`src/rtl/inv_sub_bytes_seq_if.sv`:
```
// Handshake bundle for inv_sub_bytes_seq: input state and result, each on its own valid/ready pair.
// The slave modport is the engine side; the master modport is the producer/consumer side.
interface inv_sub_bytes_seq_if;
   logic         in_valid;
   logic         in_ready;
   logic [127:0] x;
   logic         out_valid;
   logic         out_ready;
   logic [127:0] y;
   logic         busy;

   modport master (
      output in_valid, x, out_ready,
      input  in_ready, out_valid, y, busy
   );

   modport slave (
      input  in_valid, x, out_ready,
      output in_ready, out_valid, y, busy
   );
endinterface

```
`src/rtl/inv_sub_bytes_seq.sv`:
```
// Byte-serial AES InvSubBytes: inverse affine, then x^254 by square-and-multiply; 128-cycle latency, 32 with INV_SUB_BYTES_PAR4_EN.
// The result holds in DONE until out_ready; in_ready stays low from the accept edge until the return to IDLE.
module inv_sub_bytes_seq #(
   parameter logic [8:0] POLY = 9'h11B
) (
   input  logic               clk,
   input  logic               rst_n,
   inv_sub_bytes_seq_if.slave bus
);

`ifdef INV_SUB_BYTES_PAR4_EN
   localparam int LANES = 4;
`else
   localparam int LANES = 1;
`endif
   localparam int         NPASS = 16 / LANES;
   localparam logic [7:0] EXP   = 8'hFE;

   typedef enum logic [1:0] {IDLE, CALC, DONE} state_t;

   state_t           r_state;
   logic             r_in_ready;
   logic             r_out_valid;
   logic             r_busy;
   logic [3:0]       r_idx;
   logic [2:0]       r_step;
   logic [15:0][7:0] r_x;
   logic [15:0][7:0] r_y;
   logic [7:0]       r_acc  [LANES];
   logic [7:0]       r_base [LANES];
   logic [7:0]       w_acc_nxt [LANES];
   logic [15:0][7:0] w_x;

   function automatic logic [7:0] gmul(input logic [7:0] a, input logic [7:0] b);
      logic [7:0] p;
      logic [7:0] s;
      p = 8'h00;
      s = a;
      for (int i = 0; i < 8; i++) begin
         if (b[i]) p = p ^ s;
         s = s[7] ? ({s[6:0], 1'b0} ^ POLY[7:0]) : {s[6:0], 1'b0};
      end
      return p;
   endfunction

   function automatic logic [7:0] invaff(input logic [7:0] b);
      return {b[6:0], b[7]} ^ {b[4:0], b[7:5]} ^ {b[1:0], b[7:2]} ^ 8'h05;
   endfunction

   // Byte 0 sits in the top byte of the bus, so byte n lives at packed index 15-n.
   function automatic logic [3:0] byte_pos(input logic [3:0] pass, input int lane);
      return 4'd15 - 4'(int'(pass) * LANES + lane);
   endfunction

   assign w_x = bus.x;

   always_comb begin
      for (int k = 0; k < LANES; k++) begin
         w_acc_nxt[k] = gmul(gmul(r_acc[k], r_acc[k]), EXP[3'd7 - r_step] ? r_base[k] : 8'h01);
      end
   end

   always_ff @(posedge clk) begin
      if (!rst_n) begin
         r_state     <= IDLE;
         r_in_ready  <= 1'b1;
         r_out_valid <= 1'b0;
         r_busy      <= 1'b0;
         r_idx       <= '0;
         r_step      <= '0;
         r_x         <= '0;
         r_y         <= '0;
         for (int k = 0; k < LANES; k++) begin
            r_acc[k]  <= '0;
            r_base[k] <= '0;
         end
      end else begin
         case (r_state)
            IDLE: begin
               if (r_in_ready && bus.in_valid) begin
                  r_x        <= w_x;
                  r_idx      <= '0;
                  r_step     <= '0;
                  r_in_ready <= 1'b0;
                  r_busy     <= 1'b1;
                  r_state    <= CALC;
                  for (int k = 0; k < LANES; k++) begin
                     r_acc[k]  <= 8'h01;
                     r_base[k] <= invaff(w_x[byte_pos(4'd0, k)]);
                  end
               end
            end
            CALC: begin
               if (r_step == 3'd7) begin
                  for (int k = 0; k < LANES; k++) begin
                     r_y[byte_pos(r_idx, k)] <= w_acc_nxt[k];
                  end
                  if (r_idx == 4'(NPASS - 1)) begin
                     for (int k = 0; k < LANES; k++) r_acc[k] <= w_acc_nxt[k];
                     r_busy      <= 1'b0;
                     r_out_valid <= 1'b1;
                     r_state     <= DONE;
                  end else begin
                     // Next byte is loaded on the same edge, so there is no bubble between bytes.
                     r_idx  <= r_idx + 4'd1;
                     r_step <= '0;
                     for (int k = 0; k < LANES; k++) begin
                        r_acc[k]  <= 8'h01;
                        r_base[k] <= invaff(r_x[byte_pos(r_idx + 4'd1, k)]);
                     end
                  end
               end else begin
                  r_step <= r_step + 3'd1;
                  for (int k = 0; k < LANES; k++) r_acc[k] <= w_acc_nxt[k];
               end
            end
            DONE: begin
               if (bus.out_ready) begin
                  r_out_valid <= 1'b0;
                  r_in_ready  <= 1'b1;
                  r_state     <= IDLE;
               end
            end
            default: r_state <= IDLE;
         endcase
      end
   end

   assign bus.in_ready  = r_in_ready;
   assign bus.out_valid = r_out_valid;
   assign bus.busy      = r_busy;
   assign bus.y         = r_y;

endmodule

```
`src/flat_wrapper.sv`:
```
// flat-port wrapper written by rule: the top's interface ports become plain ports
module inv_sub_bytes_seq_flat 
#(
   parameter logic [8:0] POLY = 9'h11B
)
  (clk, rst_n, bus_in_valid, bus_x, bus_out_ready, bus_in_ready, bus_out_valid, bus_y, bus_busy);
  inv_sub_bytes_seq_if bus_i ();
  input  logic clk;
  input  logic rst_n;
  input wire logic [$bits(bus_i.in_valid)-1:0] bus_in_valid;
  input wire logic [$bits(bus_i.x)-1:0] bus_x;
  input wire logic [$bits(bus_i.out_ready)-1:0] bus_out_ready;
  output wire logic [$bits(bus_i.in_ready)-1:0] bus_in_ready;
  output wire logic [$bits(bus_i.out_valid)-1:0] bus_out_valid;
  output wire logic [$bits(bus_i.y)-1:0] bus_y;
  output wire logic [$bits(bus_i.busy)-1:0] bus_busy;
  assign bus_i.in_valid = bus_in_valid;
  assign bus_i.x = bus_x;
  assign bus_i.out_ready = bus_out_ready;
  assign bus_in_ready = bus_i.in_ready;
  assign bus_out_valid = bus_i.out_valid;
  assign bus_y = bus_i.y;
  assign bus_busy = bus_i.busy;
  inv_sub_bytes_seq #(.POLY(POLY)) u_core (.clk(clk), .rst_n(rst_n), .bus(bus_i));
endmodule
```
`config.mk`:
```
export PLATFORM = sky130hd
export DESIGN_NAME = inv_sub_bytes_seq_flat
export DESIGN_NICKNAME = d
export VERILOG_FILES = /design/src/rtl/inv_sub_bytes_seq_if.sv /design/src/rtl/inv_sub_bytes_seq.sv /design/src/flat_wrapper.sv
export SDC_FILE = /design/constraint.sdc
export NUM_CORES = 1
export LEC_CHECK = 0
export ABC_AREA = 1
export BUFFER_PORTS_ARGS = -buffer_cell sky130_fd_sc_hd__buf_2
export CAP_MARGIN = 20
export CORE_MARGIN = 2
export CORE_UTILIZATION = 45
export DETAILED_ROUTE_END_ITERATION = 6
export HOLD_SLACK_MARGIN = 0.03
export PLACE_DENSITY_LB_ADDON = 0.08
export SLEW_MARGIN = 25
export SYNTH_ARGS = -nofsm -noshare
export SYNTH_HDL_FRONTEND = slang
export SYNTH_SLANG_ARGS = --single-unit
```
`constraint.sdc`:
```
create_clock -name clk -period 3.7 [get_ports clk]
set_input_delay 0.555 -clock clk [delete_from_list [all_inputs] [get_ports clk]]
set_output_delay 0.555 -clock clk [all_outputs]
set_load 0.02 [all_outputs]
```
==> run_results.csv, run 1 <==
group,metric,value,unit
die,core,32400,sq um
sta,finalSetupViolCount,0,
worst_setup_path,r2r_start,"u_core.r_acc[0][0]",
sta,period_needed,3.48,ns
cts,cts_buffers,31,
drt,wl_met1,20.9,mm
synth,syn_nets,2179,
synth,synth-seq-cells,284,
run_status,status,"finished, final reports clean",
placed_design,hpwlAfterDp,32.0,mm
synth,yosysWarnings,0,
cells_and_area,area_growth_syn_to_layout,20.8,%
cells_and_area,num-nets-final,2424,
cts,cts_sinks,284,
sta,finalSetupTns,0,ns
synth,synthTopCellsByArea,"dfxtp_1 (37%), nand2_1 (11%), o21ai_0 (7.2%), nand3_1 (6.5%), inv_1 (5.4%)",
sta,max-slew-margin-rel,35.0,%
sta,max_freq,288,MHz
global_route,grt_max_degree,93,
synth,synth.largest_area_cell,"dfxtp_1",
cts,cts_tree,"yes",
drt,wl_met2,20.2,mm
die,dieArea,34100,sq um
drt,vias_per_cell,5.16,
synth,synth-compound-area-share,18.7,%
drt,wl_per_cell,16.2,um
worst_setup_path,crit_start,"u_core.r_acc[0][0]",
synth,synth_top_family_by_area,"simple AND/OR/NAND/NOR gates",
worst_setup_path,worst-path-buf-inv,3,
sta,hold_viol_final,0,
worst_hold_path,hold_class,"input port to register",
worst_setup_path,path_max_fanout,9,
worst_setup_path,crit_family,"simple AND/OR/NAND/NOR gates",
die,rows,66,
sta,rsz0062_at_grt,"no",
drt,drtIter0Drc,1080,
worst_setup_path,worstPathCellList,"ha_4 > inv_1 > nand2_2 > nand2_1 > nand2_2 > nand2_2 > nand2_2 > nand3_2 > nand2_2 > nand2_2 > nand2_4 > inv_2 > nand3_1 > nand2_4 > inv_6 > nand3_1 > nand2_1 > nor2_2 > nand2_2 > nand2_2 > nand2_2 > nand2_4 > nand2_8 > a21oi_2",
synth,yosys.area_share.simple,28.0,%
global_route,grt_pass1_wl,69.4,mm
cts,clk_latency,0.58,ns
worst_setup_path,cp.required,3.99,ns
synth,synthXorXnorAreaFrac,3.02,%
cts,clockBufferDepth,3,
drt,wl_met3,2.49,mm
synth,avgSynthCellArea,7.21,sq um
sta,finalMaxSlewViolations,0,
cells_and_area,drive_above_1_share,23.2,%
worst_setup_path,slowest_stage,"edfxtp_1",
die,die_w,185,um
synth,synth.cell_area,14700,sq um
worst_setup_path,path_class,"register to register",
sta,skew,0.0107,ns
sta,worst_slew_pin_slew,0.968,ns
drt,dr.pass1.iters,5,
synth,synth_cell_types,42,
worst_setup_path,crit_arrival,3.77,ns
die,die_y,185,um
placed_design,numPortBuffers,262,
worst_setup_path,crit_path_end,"u_core.r_acc[0][4]",
die,start_util,45.4,%
global_route,grt_usage,25.4,%
synth,synth_mux_area_share,0,%
synth,synthAdderAreaFrac,0.681,%
sta,timing.final.crit_share,94.0,%
worst_setup_path,startpoint_type,"register",
cts,clkTransAtPathRegs,0.06,ns
cts,cts-root-buf,"clkbuf_16",
die,io_pins,263,
drt,drt_wl_total,44.6,mm
global_route,grt_antenna_before_repair,7,
global_route,grt_pass1_vias,13000,
synth,netlist_instances,2039,
worst_setup_path,critPathMaxStageDelay,0.45,ns
run,cap_violations,0,
worst_setup_path,crit_cells,24,
worst_setup_path,crit_top_cell,"nand2_2",
drt,top_layer,"met5",
placed_design,place_congestion,0.902,
synth,synth_top_area_share,36.5,%
worst_setup_path,r2r_end,"u_core.r_acc[0][4]",
global_route,grt_remaining_overflow,0,
cts,htree_levels,1,
drt,antenna_left,0,
synth,ys_seq_area_share,39.8,%
worst_setup_path,r2r_setup_slack,0.22,ns
worst_setup_path,rr_worst_depth,24,
drt,drc,0,
drt,num_vias,14200,
worst_setup_path,worstSetupEndpointType,"register",
-- worst min-delay path by stage --
stage                              start                    to  slack [ns]  cells past startpoint
detailed placement  u_core.bus.out_valid  u_core.bus.out_valid        0.44                      2
global route                    bus_x[1]         u_core.r_x[1]        0.17                      3
finish                          bus_x[7]         u_core.r_x[7]        0.18                      3
CTS                            bus_x[39]        u_core.r_x[39]        0.16                      3
global placement    u_core.bus.out_valid  u_core.bus.out_valid        0.44                      2
floorplan                 u_core.r_x[24]        u_core.r_x[24]        0.45                      2
-- worst register-to-register path, stage by stage, from the launching register on --
cell and delay, ns:
edfxtp_1 0.45, ha_4 0.32, inv_1 0.06, nand2_2 0.07, nand2_1 0.07, nand2_2 0.11
nand2_2 0.13, nand2_2 0.12, nand3_2 0.10, nand2_2 0.08, nand2_2 0.07, nand2_4 0.15
inv_2 0.08, nand3_1 0.12, nand2_4 0.12, inv_6 0.13, nand3_1 0.13, nand2_1 0.13
nor2_2 0.05, nand2_2 0.11, nand2_2 0.06, nand2_2 0.20, nand2_4 0.13, nand2_8 0.14
a21oi_2 0.06
-- layout by cell type (no fill, tap or decap), drive strengths merged --
cell / count
dfxtp: 268
a21oi: 160
nand3: 223
ha: 8
o211ai: 2
nor3: 2
nor2: 141
a211oi: 3
o21a: 12
nand4: 9
clkinvlp: 2
o22ai: 8
o21ai: 215
o21bai: 1
diode: 4
xor2: 33
buf: 317
clkbuf: 50
a22o: 64
nand2: 504
clkinv: 9
inv: 233
edfxtp: 16
xnor2: 16
nand3b: 10
a21o: 1
a31oi: 1
-- per-layer routing --
layer  track usage, %  vias up
li1                 -     7172
met1             34.9     6586
met2             41.8      386
met3             3.95       62
met4             6.00        6
met5                0        -
-- logic make-up after synthesis --
logic type | count (synthesis)
flops | 284
simple gates | 886
compound gates | 467
buf+inv | 345
fa+ha+maj | 8
xor+xnor | 49
-- what timing repair did --
| item | in CTS | in global routing |
|---|---|---|
| gates resized for setup | 0 | 18 |
| buffers inserted | 0 | 3 |
| setup endpoints to repair | 0 | 136 |
| hold buffers | 0 | 0 |
-- stage by stage --
step,setup WS [ns],hold slack [ns],utilization [%],cells,area (sq um)
3_3_place_gp,0.188,0.436,51.0,2687,16500
2_1_floorplan,0.683,0.449,-,2039,14700
5_1_grt,0.00455,0.173,54.8,2754,17700
4_1_cts,0.170,0.157,54.3,2744,17600
3_5_place_dp,0.172,0.437,51.0,2687,16500
6_report,0.223,0.180,54.8,2754,17700
-- layout make-up --
type / count / area [sq um]
antenna: 4 / 10.0
clock buffer: 50 / 1000
clock inverter: 7 / 61.3
fill: 3244 / 14600
inverter: 237 / 902
multi-input combinational: 1413 / 7540
sequential: 284 / 5850
tap: 442 / 553
timing repair buffer: 317 / 1830
-- cell usage after synthesis --
cell type,instances
o21a_1,12
o21bai_1,1
nand2_4,13
ha_1,8
nand3_1,191
xor2_2,1
o22ai_1,8
a21o_1,1
inv_4,4
xnor2_2,1
nand2_1,439
o211ai_1,2
a22o_1,64
a21oi_1,133
nand3_2,25
nor2_2,6
o21ai_1,4
buf_4,9
nand3b_1,8
nand3b_4,1
buf_6,13
inv_2,15
nand4_1,9
inv_1,212
nor2_1,135
nand3_4,5
nand3b_2,1
nor3_1,2
clkbuf_1,64
o21ai_2,1
buf_2,12
o21ai_0,210
a31oi_1,1
xnor2_1,15
a211oi_1,3
clkinv_1,6
a21oi_2,27
nand2_2,51
dfxtp_1,268
xor2_1,32
edfxtp_1,16
buf_1,10
-- registers in the layout, summed over array words and instances (netlist names) --
register,flops
u_core.bus.y,128
u_core.r_x,128
u_core.r_acc,8
u_core.r_base,8
u_core.r_idx,4
u_core.r_step,3
u_core.r_state,2
u_core.bus.busy,1
u_core.bus.in_ready,1
u_core.bus.out_valid,1
Power of run 1 is left out: the tool's default activity adds up to more than one toggle a clock period on the data nets, which glitch-free logic cannot reach.
==> run 2: changes to the inputs <==
--- a/config.mk
+++ b/config.mk
@@ -10,6 +10,7 @@
 export CAP_MARGIN = 20
 export CORE_MARGIN = 2
 export CORE_UTILIZATION = 45
+export CTS_CLUSTER_SIZE = 12
 export DETAILED_ROUTE_END_ITERATION = 6
 export HOLD_SLACK_MARGIN = 0.03
 export PLACE_DENSITY_LB_ADDON = 0.08
==> constraint.sdc (replaced) <==
create_clock -name clk -period 4 [get_ports clk]
set_input_delay 0.6 -clock clk [delete_from_list [all_inputs] [get_ports clk]]
set_output_delay 0.6 -clock clk [all_outputs]
set_load 0.02 [all_outputs]
==> run 2 against run 1 <==
Non-clock buffer count shrank 23. Cell count shrank 1.0%. Core utilization down 1.1 points. Hold slack gained 0.057 ns. Clock skew about the same. Routed wire length decreased by 1.8%. Global-route usage down 0.25 points. First-iteration DRC count down 6.7%. Largest cell class unchanged.
==> run_results.csv, run 2 (synthesis gave the netlist of run 1 again) <==
group,metric,value,unit
worst_setup_path,worstPathCellList,"inv_2 > nand2_2 > nand2_1 > nand2_2 > nand2_2 > nand2_1 > inv_2 > nand2_2 > nand3b_2 > nand2_4 > inv_2 > nand3_1 > nand2_4 > inv_4 > xor2_2 > nand2_1 > xor2_1 > nand3_1 > nand2_2 > buf_12 > nor2_1",
cells_and_area,n_fill_cell,3243,
worst_setup_path,worstSetupEndpointType,"register",
die,dieArea,34100,sq um
run,cap_violations,0,
run_status,status,"finished, final reports clean",
worst_setup_path,r2r_end,"u_core.r_acc[0][2]",
placed_design,dp_cells,2667,
worst_setup_path,rr_worst_depth,21,
worst_setup_path,path_max_fanout,17,
drt,wl_per_cell,16.1,um
sta,max_freq,267,MHz
worst_setup_path,slowest_stage,"edfxtp_1",
placed_design,place_congestion,0.946,
cells_and_area,final_cell_area,17400,sq um
global_route,grt_pass1_wl,69.0,mm
cells_and_area,area_growth_syn_to_layout,18.2,%
die,rows,66,
global_route,grt_antenna_before_repair,6,
die,io_pins,263,
cts,clkTransAtPathRegs,0.06,ns
worst_setup_path,r2r_setup_slack,0.26,ns
cts,cts-root-buf,"clkbuf_16",
cts,htree_levels,1,
cts,cts_sinks,284,
drt,drtIter0Drc,1008,
worst_setup_path,crit_start,"u_core.r_acc[0][5]",
worst_setup_path,crit_arrival,4.02,ns
sta,skew,0.0110,ns
placed_design,pre_cts_slack,0.281,ns
cts,clk_latency,0.56,ns
die,die_y,185,um
cts,cts_tree,"yes",
placed_design,hpwlAfterDp,31.4,mm
worst_setup_path,startpoint_type,"register",
worst_setup_path,critPathMaxStageDelay,0.75,ns
drt,drt_wl_total,43.8,mm
sta,finalSetupViolCount,0,
cells_and_area,num-nets-final,2398,
die,start_util,45.4,%
cts,clockBufferDepth,3,
drt,dr.pass1.iters,5,
cells_and_area,drive_above_1_share,22.0,%
global_route,grt_max_degree,128,
global_route,grt_remaining_overflow,0,
worst_hold_path,holdPathEnd,"u_core.r_x[89]",
drt,antenna_left,0,
sta,period_needed,3.74,ns
cells_and_area,stdcell_count,2726,
sta,setup_slack,0.256,ns
worst_hold_path,holdPathStages,3,
drt,vias_per_cell,5.17,
placed_design,numPortBuffers,262,
worst_setup_path,path_class,"register to register",
placed_design,placed_cell_area,16300,sq um
sta,worst_slew_pin_slew,0.913,ns
worst_hold_path,min_from,"bus_x[89]",
sta,timing.final.crit_share,93.6,%
sta,max-slew-margin-rel,38.9,%
worst_setup_path,crit_top_cell,"nand2_2",
die,core,32400,sq um
cts,hold_buffers,0,
global_route,grt_usage,25.1,%
worst_setup_path,cp.required,4.28,ns
sta,finalMaxSlewViolations,0,
drt,drc,0,
cts,cts_buffers,31,
global_route,grt_pass1_vias,13100,
sta,rsz0062_at_grt,"no",
worst_hold_path,hold_class,"input port to register",
cells_and_area,layout_commonest_cell,"nand2_1",
worst_setup_path,r2r_start,"u_core.r_acc[0][5]",
sta,finalSetupTns,0,ns
cells_and_area,layout_common_cells,"nand2_1 (439), dfxtp_1 (267), buf_2 (262)",
drt,num_vias,14100,
sta,hold_viol_final,0,
die,die_w,185,um
[run 2: changes by cell type in the layout (fill, tap and decap cells not counted), moves of 2 or more]
cell	before	now
xor2_1	30	32
buf_4	46	30
clkinvlp_4	2	0
nor2_1	129	127
nor2_2	10	12
inv_1	209	211
inv_2	18	16
clkbuf_1	6	8
clkbuf_8	11	8
buf_12	8	2
bufinv_16	0	2
[run 2: worst max-delay path: cells and delay by family (launching register included)]
family | cells | cell delay (ns)
xor gates and xnor gates | 2 | 0.54
buffers and inverters | 5 | 0.62
DFF | 1 | 0.75
and+or+nand+nor | 14 | 1.52
[run 2: how the worst max path moves through the flow]
stage	cells after the start	end
floorplan	24	u_core.r_acc[0][7]
global placement	25	u_core.r_acc[0][7]
detailed placement	23	u_core.r_acc[0][7]
CTS	23	u_core.r_acc[0][7]
global route	23	u_core.r_acc[0][2]
finish	21	u_core.r_acc[0][2]
[run 2: per-layer routing]
| layer | vias up | track usage (%) | part of all wire [%] |
|---|---|---|---|
| li1 | 7122 | - | - |
| met1 | 6533 | 34.5 | 46 |
| met2 | 361 | 41.3 | 46 |
| met3 | 66 | 3.66 | 5.5 |
| met4 | 4 | 6.73 | 2.4 |
| met5 | - | 0 | 0.069 |
[run 2: area by class of cell]
| type | instances | area (sq um) | share of cell area, % |
|---|---|---|---|
| Inverter | 237 | 900 | 5.18 |
| Antenna cell | 4 | 10.0 | 0.0576 |
| Clock inverter | 7 | 92.6 | 0.533 |
| Timing Repair Buffer | 294 | 1580 | 9.08 |
| Multi-Input combinational cell | 1410 | 7450 | 42.9 |
| Clock buffer | 48 | 941 | 5.42 |
| Sequential cell | 284 | 5850 | 33.7 |
| Tap cell | 442 | 553 | 3.18 |
[run 2: what timing repair did]
item                                   in CTS  in global routing
endpoints found under the hold margin       0                  0
resized for setup                           0                  5
buffers inserted                            0                  0
setup endpoints to repair                   0                 56
[run 2: stage by stage]
step                      utilization, %  hold WS, ns
after floorplan                        -        0.449
after global placement              50.3        0.434
after detailed placement            50.3        0.435
after CTS                           53.5        0.227
after global routing                53.7        0.236
final                               53.7        0.237
Power of run 2 is left out for the same reason.
